`src/rtl/vend_pkg.sv`:
```
// Shared constants for the vending controller: coin/note denominations, FSM
// state encodings, error codes and the denomination lookup.
package vend_pkg;

  localparam int unsigned NUM_DENOM = 5;
  localparam int unsigned DENOM_W   = 7;
  localparam int unsigned DENOM_VAL [NUM_DENOM] = '{5, 10, 20, 50, 100};

  localparam int unsigned ST_W = 3;
  localparam logic [ST_W-1:0] ST_IDLE   = 3'd0;
  localparam logic [ST_W-1:0] ST_CREDIT = 3'd1;
  localparam logic [ST_W-1:0] ST_CHECK  = 3'd2;
  localparam logic [ST_W-1:0] ST_VEND   = 3'd3;
  localparam logic [ST_W-1:0] ST_CHANGE = 3'd4;

  typedef enum logic [1:0] {
    ERR_NONE  = 2'd0,
    ERR_STOCK = 2'd1,
    ERR_FUNDS = 2'd2,
    ERR_SEL   = 2'd3
  } err_code_e;

  // Value of denomination index; out-of-range indices are worth nothing.
  function automatic logic [DENOM_W-1:0] denom_value(input logic [2:0] idx);
    logic [DENOM_W-1:0] v;
    v = '0;
    for (int i = 0; i < NUM_DENOM; i++) begin
      if (idx == 3'(i)) v = DENOM_W'(DENOM_VAL[i]);
    end
    return v;
  endfunction

endpackage

```
`src/rtl/vend_change_gen.sv`:
```
// Greedy change selector: presents the largest note not exceeding the
// remaining credit and advances to the next note right after each transfer.
module vend_change_gen
  import vend_pkg::*;
#(
  parameter int unsigned CREDIT_W = 16
) (
  input  logic                clk,
  input  logic                rst,
  input  logic                active,
  input  logic [CREDIT_W-1:0] remaining,
  input  logic                note_ready,
  output logic                note_valid,
  output logic [2:0]          note_idx,
  output logic                fire_c,
  output logic [CREDIT_W-1:0] note_val_c
);

  logic [CREDIT_W-1:0] sel_rem;

  function automatic logic [2:0] greedy(input logic [CREDIT_W-1:0] rem);
    logic [2:0] idx;
    idx = 3'd0;
    for (int i = 0; i < NUM_DENOM; i++) begin
      if (rem >= CREDIT_W'(DENOM_VAL[i])) idx = 3'(i);
    end
    return idx;
  endfunction

  // Remaining credit once the note on offer (if any) has been taken.
  always_comb begin
    fire_c     = note_valid && note_ready;
    note_val_c = CREDIT_W'(denom_value(note_idx));
    sel_rem    = note_valid ? (remaining - note_val_c) : remaining;
  end

  always_ff @(posedge clk or negedge rst) begin
    if (!rst) begin
      note_valid <= 1'b0;
      note_idx   <= 3'd0;
    end else if (!active) begin
      note_valid <= 1'b0;
      note_idx   <= 3'd0;
    end else if (!note_valid || note_ready) begin
      note_valid <= (sel_rem != '0);
      note_idx   <= (sel_rem != '0) ? greedy(sel_rem) : 3'd0;
    end
  end

endmodule

```
`src/rtl/vend_controller.sv`:
```
// Multi-item vending controller: coin credit, programmable price/stock table,
// per-session repeated purchases and greedy note-by-note change return.
module vend_controller
  import vend_pkg::*;
#(
  parameter int unsigned NUM_ITEMS   = 8,
  parameter int unsigned IDX_W       = $clog2(NUM_ITEMS),
  parameter int unsigned QTY_W       = 4,
  parameter int unsigned PRICE_W     = 12,
  parameter int unsigned STOCK_W     = 8,
  parameter int unsigned CREDIT_W    = 16,
  parameter int unsigned TIMEOUT_CYC = 1000
) (
  input  logic                clk,
  input  logic                rst,
  input  logic                coin_valid,
  input  logic [2:0]          coin_sel,
  output logic                coin_reject,
  input  logic                sel_valid,
  input  logic [IDX_W-1:0]    sel_item,
  input  logic [QTY_W-1:0]    sel_qty,
  input  logic                cancel,
  input  logic                cfg_we,
  input  logic [IDX_W-1:0]    cfg_item,
  input  logic [PRICE_W-1:0]  cfg_price,
  input  logic [STOCK_W-1:0]  cfg_stock,
  output logic                vend_valid,
  output logic [IDX_W-1:0]    vend_item,
  output logic [QTY_W-1:0]    vend_qty,
  input  logic                vend_ready,
  output logic                note_valid,
  output logic [2:0]          note_idx,
  input  logic                note_ready,
  output logic [CREDIT_W-1:0] credit,
  output logic                err_valid,
  output logic [1:0]          err_code,
  output logic                busy
);

  localparam int unsigned SUM_W  = CREDIT_W + 1;
  localparam int unsigned COST_W = PRICE_W + QTY_W;
  localparam int unsigned CMP_W  = (COST_W > CREDIT_W) ? COST_W : CREDIT_W;
  localparam int unsigned SQ_W   = (STOCK_W > QTY_W) ? STOCK_W : QTY_W;
  localparam int unsigned TMR_W  = $clog2(TIMEOUT_CYC + 1);

  logic [ST_W-1:0]     state_q, state_d;
  logic [TMR_W-1:0]    cnt_q, cnt_d;
  logic [IDX_W-1:0]    cap_item_q, cap_item_d;
  logic [QTY_W-1:0]    cap_qty_q, cap_qty_d;
  logic [CREDIT_W-1:0] credit_d;
  logic                vend_valid_d, err_valid_d, coin_reject_d, busy_d;
  logic [IDX_W-1:0]    vend_item_d;
  logic [QTY_W-1:0]    vend_qty_d;
  logic [1:0]          err_code_d;

  logic [PRICE_W-1:0]  price_q [NUM_ITEMS];
  logic [STOCK_W-1:0]  stock_q [NUM_ITEMS];

  logic [SUM_W-1:0]    coin_sum;
  logic                coin_ok, cfg_ok, item_ok, stock_lo, funds_lo, buy;
  logic [IDX_W-1:0]    item_idx;
  logic [PRICE_W-1:0]  cur_price;
  logic [STOCK_W-1:0]  cur_stock;
  logic [COST_W-1:0]   cost;
  logic                fire_c;
  logic [CREDIT_W-1:0] note_val_c;

  // Coin acceptance, config qualification and purchase checks on the captured selection.
  always_comb begin
    coin_sum  = SUM_W'(credit) + SUM_W'(denom_value(coin_sel));
    coin_ok   = coin_valid && (coin_sel <= 3'd4) && !coin_sum[CREDIT_W]
                && ((state_q == ST_IDLE) || (state_q == ST_CREDIT));
    cfg_ok    = cfg_we && (state_q == ST_IDLE) && (32'(cfg_item) < NUM_ITEMS)
                && ((cfg_price % PRICE_W'(5)) == '0);
    item_ok   = 32'(cap_item_q) < NUM_ITEMS;
    item_idx  = item_ok ? cap_item_q : '0;
    cur_price = price_q[item_idx];
    cur_stock = stock_q[item_idx];
    cost      = COST_W'(cur_price) * COST_W'(cap_qty_q);
    stock_lo  = SQ_W'(cur_stock) < SQ_W'(cap_qty_q);
    funds_lo  = CMP_W'(cost) > CMP_W'(credit);
  end

  always_comb begin
    state_d       = state_q;
    credit_d      = credit;
    cnt_d         = '0;
    cap_item_d    = cap_item_q;
    cap_qty_d     = cap_qty_q;
    vend_valid_d  = vend_valid;
    vend_item_d   = vend_item;
    vend_qty_d    = vend_qty;
    err_valid_d   = 1'b0;
    err_code_d    = ERR_NONE;
    coin_reject_d = coin_valid && !coin_ok;
    buy           = 1'b0;
    if (coin_ok) credit_d = coin_sum[CREDIT_W-1:0];
    case (state_q)
      ST_IDLE: begin
        if (coin_ok) state_d = ST_CREDIT;
      end
      ST_CREDIT: begin
        cnt_d = (coin_ok || sel_valid) ? '0 : cnt_q + TMR_W'(1);
        if (cancel) begin
          state_d = ST_CHANGE;
        end else if (sel_valid) begin
          state_d    = ST_CHECK;
          cap_item_d = sel_item;
          cap_qty_d  = sel_qty;
        end else if (!coin_ok && (cnt_q == TMR_W'(TIMEOUT_CYC - 1))) begin
          state_d = ST_CHANGE;
        end
      end
      ST_CHECK: begin
        if (!item_ok || (cap_qty_q == '0)) begin
          err_valid_d = 1'b1;
          err_code_d  = ERR_SEL;
          state_d     = ST_CREDIT;
        end else if (stock_lo) begin
          err_valid_d = 1'b1;
          err_code_d  = ERR_STOCK;
          state_d     = ST_CREDIT;
        end else if (funds_lo) begin
          err_valid_d = 1'b1;
          err_code_d  = ERR_FUNDS;
          state_d     = ST_CREDIT;
        end else begin
          buy          = 1'b1;
          credit_d     = credit - CREDIT_W'(cost);
          vend_valid_d = 1'b1;
          vend_item_d  = cap_item_q;
          vend_qty_d   = cap_qty_q;
          state_d      = ST_VEND;
        end
      end
      ST_VEND: begin
        if (vend_ready && vend_valid) begin
          vend_valid_d = 1'b0;
          vend_item_d  = '0;
          vend_qty_d   = '0;
          state_d      = (credit != '0) ? ST_CREDIT : ST_IDLE;
        end
      end
      ST_CHANGE: begin
        if (fire_c) credit_d = credit - note_val_c;
        if (credit_d == '0) state_d = ST_IDLE;
      end
      default: state_d = ST_IDLE;
    endcase
    busy_d = !((state_d == ST_IDLE) || (state_d == ST_CREDIT));
  end

  always_ff @(posedge clk or negedge rst) begin
    if (!rst) begin
      state_q     <= ST_IDLE;
      credit      <= '0;
      cnt_q       <= '0;
      cap_item_q  <= '0;
      cap_qty_q   <= '0;
      vend_valid  <= 1'b0;
      vend_item   <= '0;
      vend_qty    <= '0;
      err_valid   <= 1'b0;
      err_code    <= ERR_NONE;
      coin_reject <= 1'b0;
      busy        <= 1'b0;
    end else begin
      state_q     <= state_d;
      credit      <= credit_d;
      cnt_q       <= cnt_d;
      cap_item_q  <= cap_item_d;
      cap_qty_q   <= cap_qty_d;
      vend_valid  <= vend_valid_d;
      vend_item   <= vend_item_d;
      vend_qty    <= vend_qty_d;
      err_valid   <= err_valid_d;
      err_code    <= err_code_d;
      coin_reject <= coin_reject_d;
      busy        <= busy_d;
    end
  end

  // Price/stock table: written by config while idle, stock drawn down on purchase.
  always_ff @(posedge clk or negedge rst) begin
    if (!rst) begin
      for (int i = 0; i < NUM_ITEMS; i++) begin
        price_q[i] <= '0;
        stock_q[i] <= '0;
      end
    end else if (cfg_ok) begin
      price_q[cfg_item] <= cfg_price;
      stock_q[cfg_item] <= cfg_stock;
    end else if (buy) begin
      stock_q[item_idx] <= cur_stock - STOCK_W'(cap_qty_q);
    end
  end

  vend_change_gen #(
    .CREDIT_W (CREDIT_W)
  ) u_change (
    .clk        (clk),
    .rst        (rst),
    .active     (state_q == ST_CHANGE),
    .remaining  (credit),
    .note_ready (note_ready),
    .note_valid (note_valid),
    .note_idx   (note_idx),
    .fire_c     (fire_c),
    .note_val_c (note_val_c)
  );

endmodule

```
`config.mk`:
```
export PLATFORM = sky130hd
export DESIGN_NAME = vend_controller
export DESIGN_NICKNAME = d
export VERILOG_FILES = /design/src/rtl/vend_pkg.sv /design/src/rtl/vend_change_gen.sv /design/src/rtl/vend_controller.sv
export SDC_FILE = /design/constraint.sdc
export NUM_CORES = 1
export LEC_CHECK = 0
export CAP_MARGIN = 20
export CELL_PAD_IN_SITES_DETAIL_PLACEMENT = 1
export CELL_PAD_IN_SITES_GLOBAL_PLACEMENT = 1
export CORE_MARGIN = 1.5
export CORE_UTILIZATION = 45
export CTS_BUF_LIST = sky130_fd_sc_hd__clkbuf_2
export DETAILED_ROUTE_END_ITERATION = 6
export PLACE_DENSITY = 0.9
export SETUP_SLACK_MARGIN = 0.4
export SLEW_MARGIN = 20
export SYNTH_ARGS = -nofsm -noshare
export SYNTH_HDL_FRONTEND = slang
export SYNTH_SLANG_ARGS = --single-unit
```
`constraint.sdc`:
```
create_clock -name clk -period 7.3 [get_ports clk]
set_input_delay 0.73 -clock clk [delete_from_list [all_inputs] [get_ports clk]]
set_output_delay 0.73 -clock clk [all_outputs]
set_load 0.005 [all_outputs]
```
Yosys cells after proc, flatten, opt, wreduce, memory -nomap -nowiden
Cells that the tools add are included.

$mul: 1. Reduce and logical (&&, ||, !) cells: 32. Bitwise logic cells: 3. Equality and inequality tests: 19. Add/subtract/negate cells: 5. Magnitude comparators: 11. Muxes and demuxes: 84. Div/mod/pow operators: 1.

Operator list (number): $bwmux W64 (2); $mux W64 (2); $mux W16 (7); $bwmux W96 (1); $demux W8 S3 (2); $mux W3 (16); $bmux W12 S3 (1); $demux W12 S3 (1); $mux W12 (3); $mux W7 (5); $mux W8 (4); $pmux W16 S2 (1); $reduce_bool A16 Y1 (2); $bmux W8 S3 (1); $mux W10 (2); $mux W4 (5); $eq A3 B2 Y1 const B (6); $mux W2 (9); $add A16 B7 Y17 (1); $ge A16 B4 Y1 const B (1); $ge A16 B5 Y1 const B (1); $ge A16 B6 Y1 const B (1); $ge A16 B7 Y1 const B (1); $gt A16 B16 Y1 (1); other kinds (33) (80).

Output and inout port bits: 33. Word-level logic and storage cells: 186. Bits in registers: 213. Input bits: 41.

Depth between registers and ports, before layout
Gate-level depths: netlist of the first run.

Depth after elaboration: 19. Depth in mapped cells: 35. Mapped depth without buffers: 28.

Hierarchy
From an unflattened synthesis of the first run, not the netlist that was laid out.

Cell total of the unflattened synthesis: 1739. Area, all modules: 16024.1 sq um.

Modules (own cells, without submodules): vend_controller (sequential area each 5230.0 sq um, area each 15014.4 sq um, instances 1, cells an instance 1609); vend_change_gen (sequential area each 100.1 sq um, area each 1009.7 sq um, instances 1, cells an instance 130).

Worst setup path after synthesis of the first run
No wires, ideal clock.

Path type: register to register. Start: register cap_item_q[1]. End: register stock_q[26] (netlist name). Setup time: 0.126 ns. Setup slack: -0.131 ns. Arrival: 7.305 ns. Path buffers: 7. Stages on the path, launching flop included: 34. Required time: 7.174 ns. Path through: dfrtp_1 -> clkbuf_1 -> buf_1 -> clkbuf_1 -> and3_1 -> clkbuf_1 -> clkbuf_1 -> a22oi_1 -> nand4_1 -> nand2_1 -> fa_1 -> fa_1 -> inv_1 -> ha_1 -> a21o_1 -> a21oi_1 -> o21ai_0 -> a21oi_1 -> o21ai_0 -> a21oi_1 -> o21ai_0 -> a21oi_1 -> o21ai_0 -> xnor2_1 -> ha_1 -> a21o_1 -> a21o_1 -> and2_1 -> a311oi_1 -> clkbuf_1 -> nor4_1 -> clkbuf_1 -> a211oi_1 -> a221o_1.

Cells in the longest elaborated chain, start to end: 11. Elaborated cells on any way between the ends: 24.

Ends and longest elaborated chain: start: declaration (RTL line vend_controller.sv:48) `logic [IDX_W-1:0] cap_item_q, cap_item_d;`; start signal: assignment (RTL line vend_controller.sv:171) `cap_item_q <= cap_item_d;`; $not A3 Y4 (implied by the code) * (RTL line vend_controller.sv:77, vend_controller.sv:78, vend_controller.sv:194); $bmux W12 S3 (RTL line vend_controller.sv:77) `cur_price = price_q[item_idx];`; $mux W12 (implied by the code) (2 in a row) (RTL line vend_controller.sv:77); $mul A12 B4 Y16 (RTL line vend_controller.sv:79) `cost = COST_W'(cur_price) * COST_W'(cap_qty_q);`; $gt A16 B16 Y1 (RTL line vend_controller.sv:81) `funds_lo = CMP_W'(cost) > CMP_W'(credit);`; $mux W1 (RTL line vend_controller.sv:123) `end else if (funds_lo) begin`; $mux W1 (RTL line vend_controller.sv:119) `end else if (stock_lo) begin`; $mux W1 (RTL line vend_controller.sv:115) `if (!item_ok || (cap_qty_q == '0)) begin`; $mux W1 (RTL line vend_controller.sv:98) `case (state_q)`; $reduce_bool A2 Y1 (no line); end signal: indexed assignment (RTL line vend_controller.sv:192) `stock_q[cfg_item] <= cfg_stock;`; end signal: indexed assignment (RTL line vend_controller.sv:194) `stock_q[item_idx] <= cur_stock - STOCK_W'(cap_qty_q);`; end: declaration (RTL line vend_controller.sv:57) `logic [STOCK_W-1:0] stock_q [NUM_ITEMS];`.

Every way passes the cells marked *; elsewhere a longest branch is shown, timed or not. The select of a mux whose other input is x is not followed. A chain may end at the register's enable or synchronous reset.

Worst setup path in the final report of the first run
Start: register cap_item_q[2]. End: register stock_q[62] (netlist name).

The elaborated chain is that of the path after synthesis.

==> results of run 1 <==
[placed cells by master (no fill, tap or decap), types with 10 or more instances in the layout]
cell type | netlist | final
nor2b_1 | 18 | 14
nand2b_1 | 19 | 19
a21oi_2 | 3 | 11
buf_6 | 4 | 10
nor2_1 | 79 | 75
mux2i_1 | 19 | 19
fa_1 | 24 | 24
mux2_1 | 10 | 10
o21ai_0 | 43 | 35
o221ai_1 | 11 | 11
and2_1 | 36 | 32
and3_1 | 15 | 13
a221o_1 | 60 | 60
inv_1 | 100 | 100
o211ai_1 | 10 | 10
a22oi_1 | 69 | 65
buf_4 | 7 | 70
ha_1 | 55 | 51
a21oi_1 | 57 | 49
a21o_1 | 15 | 15
mux2_2 | 89 | 89
nor3_1 | 60 | 58
nand2_1 | 107 | 106
xnor2_1 | 34 | 34
a211oi_1 | 35 | 32
mux2_4 | 10 | 10
clkinv_1 | 1 | 17
nand3_1 | 39 | 39
dfrtp_1 | 213 | 212
clkdlybuf4s50_1 | 0 | 72
nand4_1 | 20 | 20
clkbuf_2 | 1 | 76
xor2_1 | 30 | 30
[state kept, by name, summed over array words and instances, names as in the netlist]
name and cells:
credit 16, cap_qty_q 4, price_q 96, u_change.note_idx 3, u_change.note_valid 1, err_code 2
state_q 3, vend_valid 1, cap_item_q 3, coin_reject 1, err_valid 1, stock_q 64
busy 1, cnt_q 10, vend_item 3, vend_qty 4
[metrics by stage]
stage,TNS [ns],util
3_3_place_gp,0,0.4918
2_1_floorplan,0,-
4_1_cts,0,0.5129
3_5_place_dp,-0.8384,0.4918
6_report,0,0.5240
5_1_grt,-0.04020,0.5240
[cell usage after synthesis (35+ instances only)]
library cell / instances / area [um^2]
nand2_1: 107 / 401.6
dfrtp_1: 213 / 5330
o21ai_0: 43 / 215.2
a221o_1: 60 / 600.6
a21oi_1: 57 / 285.3
nand3_1: 39 / 195.2
mux2_2: 89 / 1002
ha_1: 55 / 688.2
inv_1: 100 / 375.4
a211oi_1: 35 / 262.8
a22oi_1: 69 / 518.0
clkbuf_1: 75 / 281.5
nor2_1: 79 / 296.5
and2_1: 36 / 225.2
nor3_1: 60 / 300.3
[report_power, final]
group	leakage (nW)	switching, mW	internal (mW)	total [mW]
combinational	4.60	3.75	2.44	6.19
sequential	2.74	0.560	1.67	2.23
clock	0.381	0.608	0.326	0.934
[kinds of logic (layout without fill, tap and decap cells)]
logic type	Yosys count	in the layout	synth area share
and+or+nand+nor	474	474	0.1647
AOI/OAI and AO/OA	411	411	0.2089
buffers and inverters	223	359	0.06067
DFF	213	213	0.3507
muxes	131	131	0.1002
adders and majority gates	79	79	0.07689
xor gates and xnor gates	65	65	0.03795
other	0	1	0
[repair_timing]
action                                  4_1_cts  5_1_grt
endpoints found under the setup margin       91       92
hold endpoints to repair                     53        0
setup buffers                                 3       23
pin swaps                                     6       26
hold buffers                                  1        0
gates resized for setup                      29       54
cloned                                        2        0
[per-layer routing]
metal / GRT usage / wire, um
met1: 0.3581 / 21360
met4: 0.1718 / 4275
met2: 0.5151 / 27870
met3: 0.06714 / 5323
met5: 0 / 0
[worst min-delay path by stage]
stage | end | slack (ns) | cells past startpoint
after floorplan | busy | 0.43 | 0
after global placement | price_q[58] | 0.47 | 1
after detailed placement | price_q[33] | 0.48 | 1
after CTS | u_change.note_idx[2] | 0.32 | 2
after global routing | price_q[49] | 0.27 | 2
final | price_q[49] | 0.29 | 2
[cell type report]
cell class | count | area, um^2
Tap cell | 448 | 560.5
Sequential cell | 213 | 5331
Inverter | 101 | 379.1
Clock buffer | 76 | 380.4
Fill cell | 3849 | 15880
Timing Repair Buffer | 158 | 1463
Multi-Input combinational cell | 1160 | 9233
Clock inverter | 24 | 133.9
Antenna cell | 1 | 2.502
[critical path, delay by kind of cell, from the launching register on]
| family | cells | cell delay, ns |
|---|---|---|
| AOI/OAI and AO/OA | 12 | 1.81 |
| xor gates and xnor gates | 1 | 0.10 |
| adders and majority gates | 4 | 1.77 |
| buffers and inverters | 9 | 1.29 |
| DFF | 1 | 0.54 |
| and+or+nand+nor | 6 | 1.15 |
==> out/qor.txt, run 1 <==
status = finished, final reports clean
syn avg cell area = 9.523 um^2
vias post-DR = 14.78k
port bufs = 73
Worst-path clk slew = 0.27 ns
total power = 9.356 mW
Synth Warn # = 0
final worst-path cycle share = 0.9622
vias in the first global route = 15.35k
HPWL after detailed placement = 37170 um
most common flop cell mapped by yosys = dfrtp_1
setup ws final = 0.2761 ns
crit-path max FO = 14
required time worst endpoint = 8.05 ns
global placement routability congestion = 0.9420
Async SR Flop Fraction = 1.000
H-tree depth = 2
Fin. Hold Viols = 0
reg-to-reg startpoint = cap_item_q[2]
Tot GR Track Use = 0.3044
IO Count = 74
CP peak stage delay = 0.58 ns
Layout Nets = 1810
reg2reg path depth = 32
Layout Cells excl Fill = 2181
Slew Limit Fails = 0
number of synthesized flops with an enable pin = 0
CP startpoint = cap_item_q[2]
Synth cell types = 98
DRT iter0 DRCs = 1643
final wirelength = 58830 um
slowest CP cell = fa_1
R2R Setup Slk = 0.28 ns
Residual DRC = 0
worst skew pair latency = 1.08 ns
kind of critical path = reg -> reg
vias per cell = 6.777
first-pass GRT wire length = 85280 um
post-synth design cell area = 15200 um^2
CTS Root Cell = clkbuf_2
pwr dens = 535.1 nW/um^2
Worst-Margin Slew = 1.185 ns
row count = 67
Area growth syn-to-layout = 15.03%
max frequency = 0.1424 GHz
register area share after synthesis = 0.3507
die width = 186.8 um
minimum clock period = 7.024 ns
Mapped Cells = 1596
Mapped Nets = 1716
Leak = 7.715 nW
proportion of layout cells with a drive suffix above 1 = 0.2027
worst path arrival time = 7.78 ns
worst hold path class = in -> async
CTS Sinks = 213
antenna violations before repair = 2
RSZ-0062 raised after global routing = true
CTS tree = done
final setup fails = 0
slew margin rel. = 0.2083
largest net degree at the start of global routing = 85
pre-CTS worst setup slack = -0.1044 ns
type of origin of the critical path = flop
starting density of the core = 0.4555
WL/cell = 26.97 um
Post-DP Area = 16410 um^2
Worst Setup End Kind = flop
Yosys reg bits = 213
VDD IR-drop max = 0.2612 mV
Core ar. = 33360 um^2
fin area = 17480 um^2
clock tree buffer depth = 3
die height = 186.8 um
max cap viols = 0
DRT Pass-1 Iters = 7
total die area = 34880 um^2
remaining global-route overflow = 0
CP endpoint = stock_q[62]
clock skew = 0.2353 ns
Num CTS Buffers = 56
reg-to-reg endpoint = stock_q[62]
Routed Antenna Nets = 0
Placed Instances = 2051
worst hold slack = 0.2939 ns
No activity file was read; power rests on OpenSTA's default activity.
==> run 2: changes to the inputs <==
--- a/config.mk
+++ b/config.mk
@@ -13,6 +13,7 @@
 export CTS_BUF_LIST = sky130_fd_sc_hd__clkbuf_2
 export DETAILED_ROUTE_END_ITERATION = 6
 export PLACE_DENSITY = 0.9
+export REMOVE_ABC_BUFFERS = 1
 export SETUP_SLACK_MARGIN = 0.4
 export SLEW_MARGIN = 20
 export SYNTH_ARGS = -nofsm -noshare
==> out/qor.txt, run 2 (synthesized netlist as in run 1, its figures left out) <==
Fin. Hold Viols = 0
starting density of the core = 0.4555
Core ar. = 33360 um^2
HPWL after detailed placement = 37470 um
VDD IR-drop max = 0.3138 mV
multi-input gate area in the final layout = 9189 um^2
Residual DRC = 0
Placed Instances = 2054
Routed Antenna Nets = 0
Area growth syn-to-layout = 14.55%
Worst Setup End Kind = flop
status = finished, final reports clean
die height = 186.8 um
required time worst endpoint = 8.06 ns
Layout Nets = 1812
Psw = 4.915 mW
row count = 67
slew margin rel. = 0.2708
crit-path max FO = 21
P_int = 4.406 mW
CTS Root Cell = clkbuf_2
sequential power share = 0.245
vias post-DR = 14.71k
commonest non-fill, non-tap cell in the layout = dfrtp_1
minimum clock period = 6.986 ns
worst hold path class = in -> async
reg2reg path depth = 30
vias per cell = 6.756
switching share of power = 0.5273
final wirelength = 58680 um
total die area = 34880 um^2
Worst-path clk slew = 0.12 ns
worst path arrival time = 7.74 ns
final setup fails = 0
reg-to-reg endpoint = stock_q[51]
first-pass GRT wire length = 89320 um
R2R Setup Slk = 0.31 ns
Slew Limit Fails = 0
proportion of layout cells with a drive suffix above 1 = 0.2001
final worst-path cycle share = 0.9570
slowest CP cell = fa_1
type of origin of the critical path = flop
clock tree buffer depth = 3
largest net degree at the start of global routing = 93
register with the most flip-flops = price_q
WL/cell = 26.94 um
Post-DP Area = 16440 um^2
die width = 186.8 um
max FFs per register = 96
clock skew = 0.1620 ns
fin area = 17410 um^2
Clk pwr share = 0.096
max frequency = 0.1431 GHz
Layout Cells excl Fill = 2178
Reg area = 5334 um^2
global placement routability congestion = 0.9329
Worst-Margin Slew = 1.092 ns
port bufs = 73
H-tree depth = 2
Num CTS Buffers = 57
pwr dens = 535.4 nW/um^2
DRT iter0 DRCs = 1601
max cap viols = 0
Leak = 7.717 nW
FILL cells = 3842
Regs by FF count = price_q: 96 flops, stock_q: 64 flops, credit: 16 flops
worst hold slack = 0.4168 ns
CTS Sinks = 213
worst skew pair latency = 1.00 ns
most frequent cells in the layout = dfrtp_1 (210), nand2_1 (106), inv_1 (100)
vias in the first global route = 15.69k
DRT Pass-1 Iters = 6
CTS tree = done
IO Count = 74
reg-to-reg startpoint = cap_item_q[2]
CP peak stage delay = 0.59 ns
RSZ-0062 raised after global routing = false
Tot GR Track Use = 0.3200
antenna violations before repair = 1
kind of critical path = reg -> reg
remaining global-route overflow = 0
Comb pwr share = 0.660
==> run 2: cell types whose count changed in the layout (fill, tap and decap cells not counted), moves of 3 or more <==
cell,before,now
nor4_2,5,2
buf_6,10,7
buf_4,70,74
clkbuf_2,76,85
clkinv_1,17,8
a21oi_2,11,8
nor4_4,1,5
ha_1,51,54
o21ai_2,6,3
clkinv_2,5,2
==> run 2: what timing repair did <==
item,in CTS,in global routing
pin swaps,5,15
setup endpoints to repair,83,91
cloned,1,0
resized for setup,23,42
buffers inserted,12,13
hold endpoints to repair,90,0
hold buffers,1,0
==> run 2: per-stage QoR <==
step	util	TNS (ns)	setup WS, ns	total power, mW
floorplan	-	-59.82	-1.007	5.634
global placement	0.4928	0	0.2896	7.263
detailed placement	0.4928	-0.9500	-0.1180	7.631
CTS	0.5144	0	0.4093	8.665
global route	0.5218	0	0.1517	9.819
finish	0.5218	0	0.3142	9.321
==> run 2: cell type report <==
cell class,count,area share
Antenna cell,1,0.0001437
Sequential cell,213,0.3064
Multi-Input combinational cell,1160,0.5278
Tap cell,448,0.03220
Timing Repair Buffer,159,0.08423
Inverter,101,0.02178
Clock inverter,11,0.003019
Clock buffer,85,0.02444
==> run 2: power groups by stage <==
| stage | Combinational (mW) | Sequential (mW) | Clock, mW |
|---|---|---|---|
| after floorplan | 3.62 | 2.02 | 0 |
| after global placement | 5.12 | 2.14 | 0 |
| after detailed placement | 5.43 | 2.20 | 0 |
| after CTS | 5.60 | 2.20 | 0.867 |
| after global routing | 6.57 | 2.30 | 0.955 |
| final | 6.15 | 2.28 | 0.891 |
==> run 2: layer usage <==
metal | global-route usage | up-vias | wire [um]
met3 | 0.07185 | 299 | 5004
met1 | 0.3850 | 7326 | 22280
met5 | 0 | - | 0
met2 | 0.5422 | 955 | 28180
met4 | 0.1554 | 0 | 3212
li1 | - | 6134 | -
==> run 2: critical path: cells and delay by family (launching register included) <==
family / cells / cell delay [ns]
AOI/OAI and AO/OA: 14 / 2.47
adders and majority gates: 4 / 1.75
and+or+nand+nor: 6 / 1.04
buffers and inverters: 5 / 0.86
DFF: 1 / 0.50
xor gates and xnor gates: 1 / 0.15
==> run 2: worst max-delay path by stage <==
| stage | depth (start not counted) | from | end |
|---|---|---|---|
| global route | 31 | cap_item_q[2] | credit[12] |
| finish | 30 | cap_item_q[2] | stock_q[51] |
| CTS | 31 | cap_item_q[2] | credit[12] |
| floorplan | 27 | cap_item_q[1] | stock_q[18] |
| global placement | 28 | cap_item_q[1] | stock_q[31] |
| detailed placement | 29 | cap_item_q[1] | stock_q[27] |
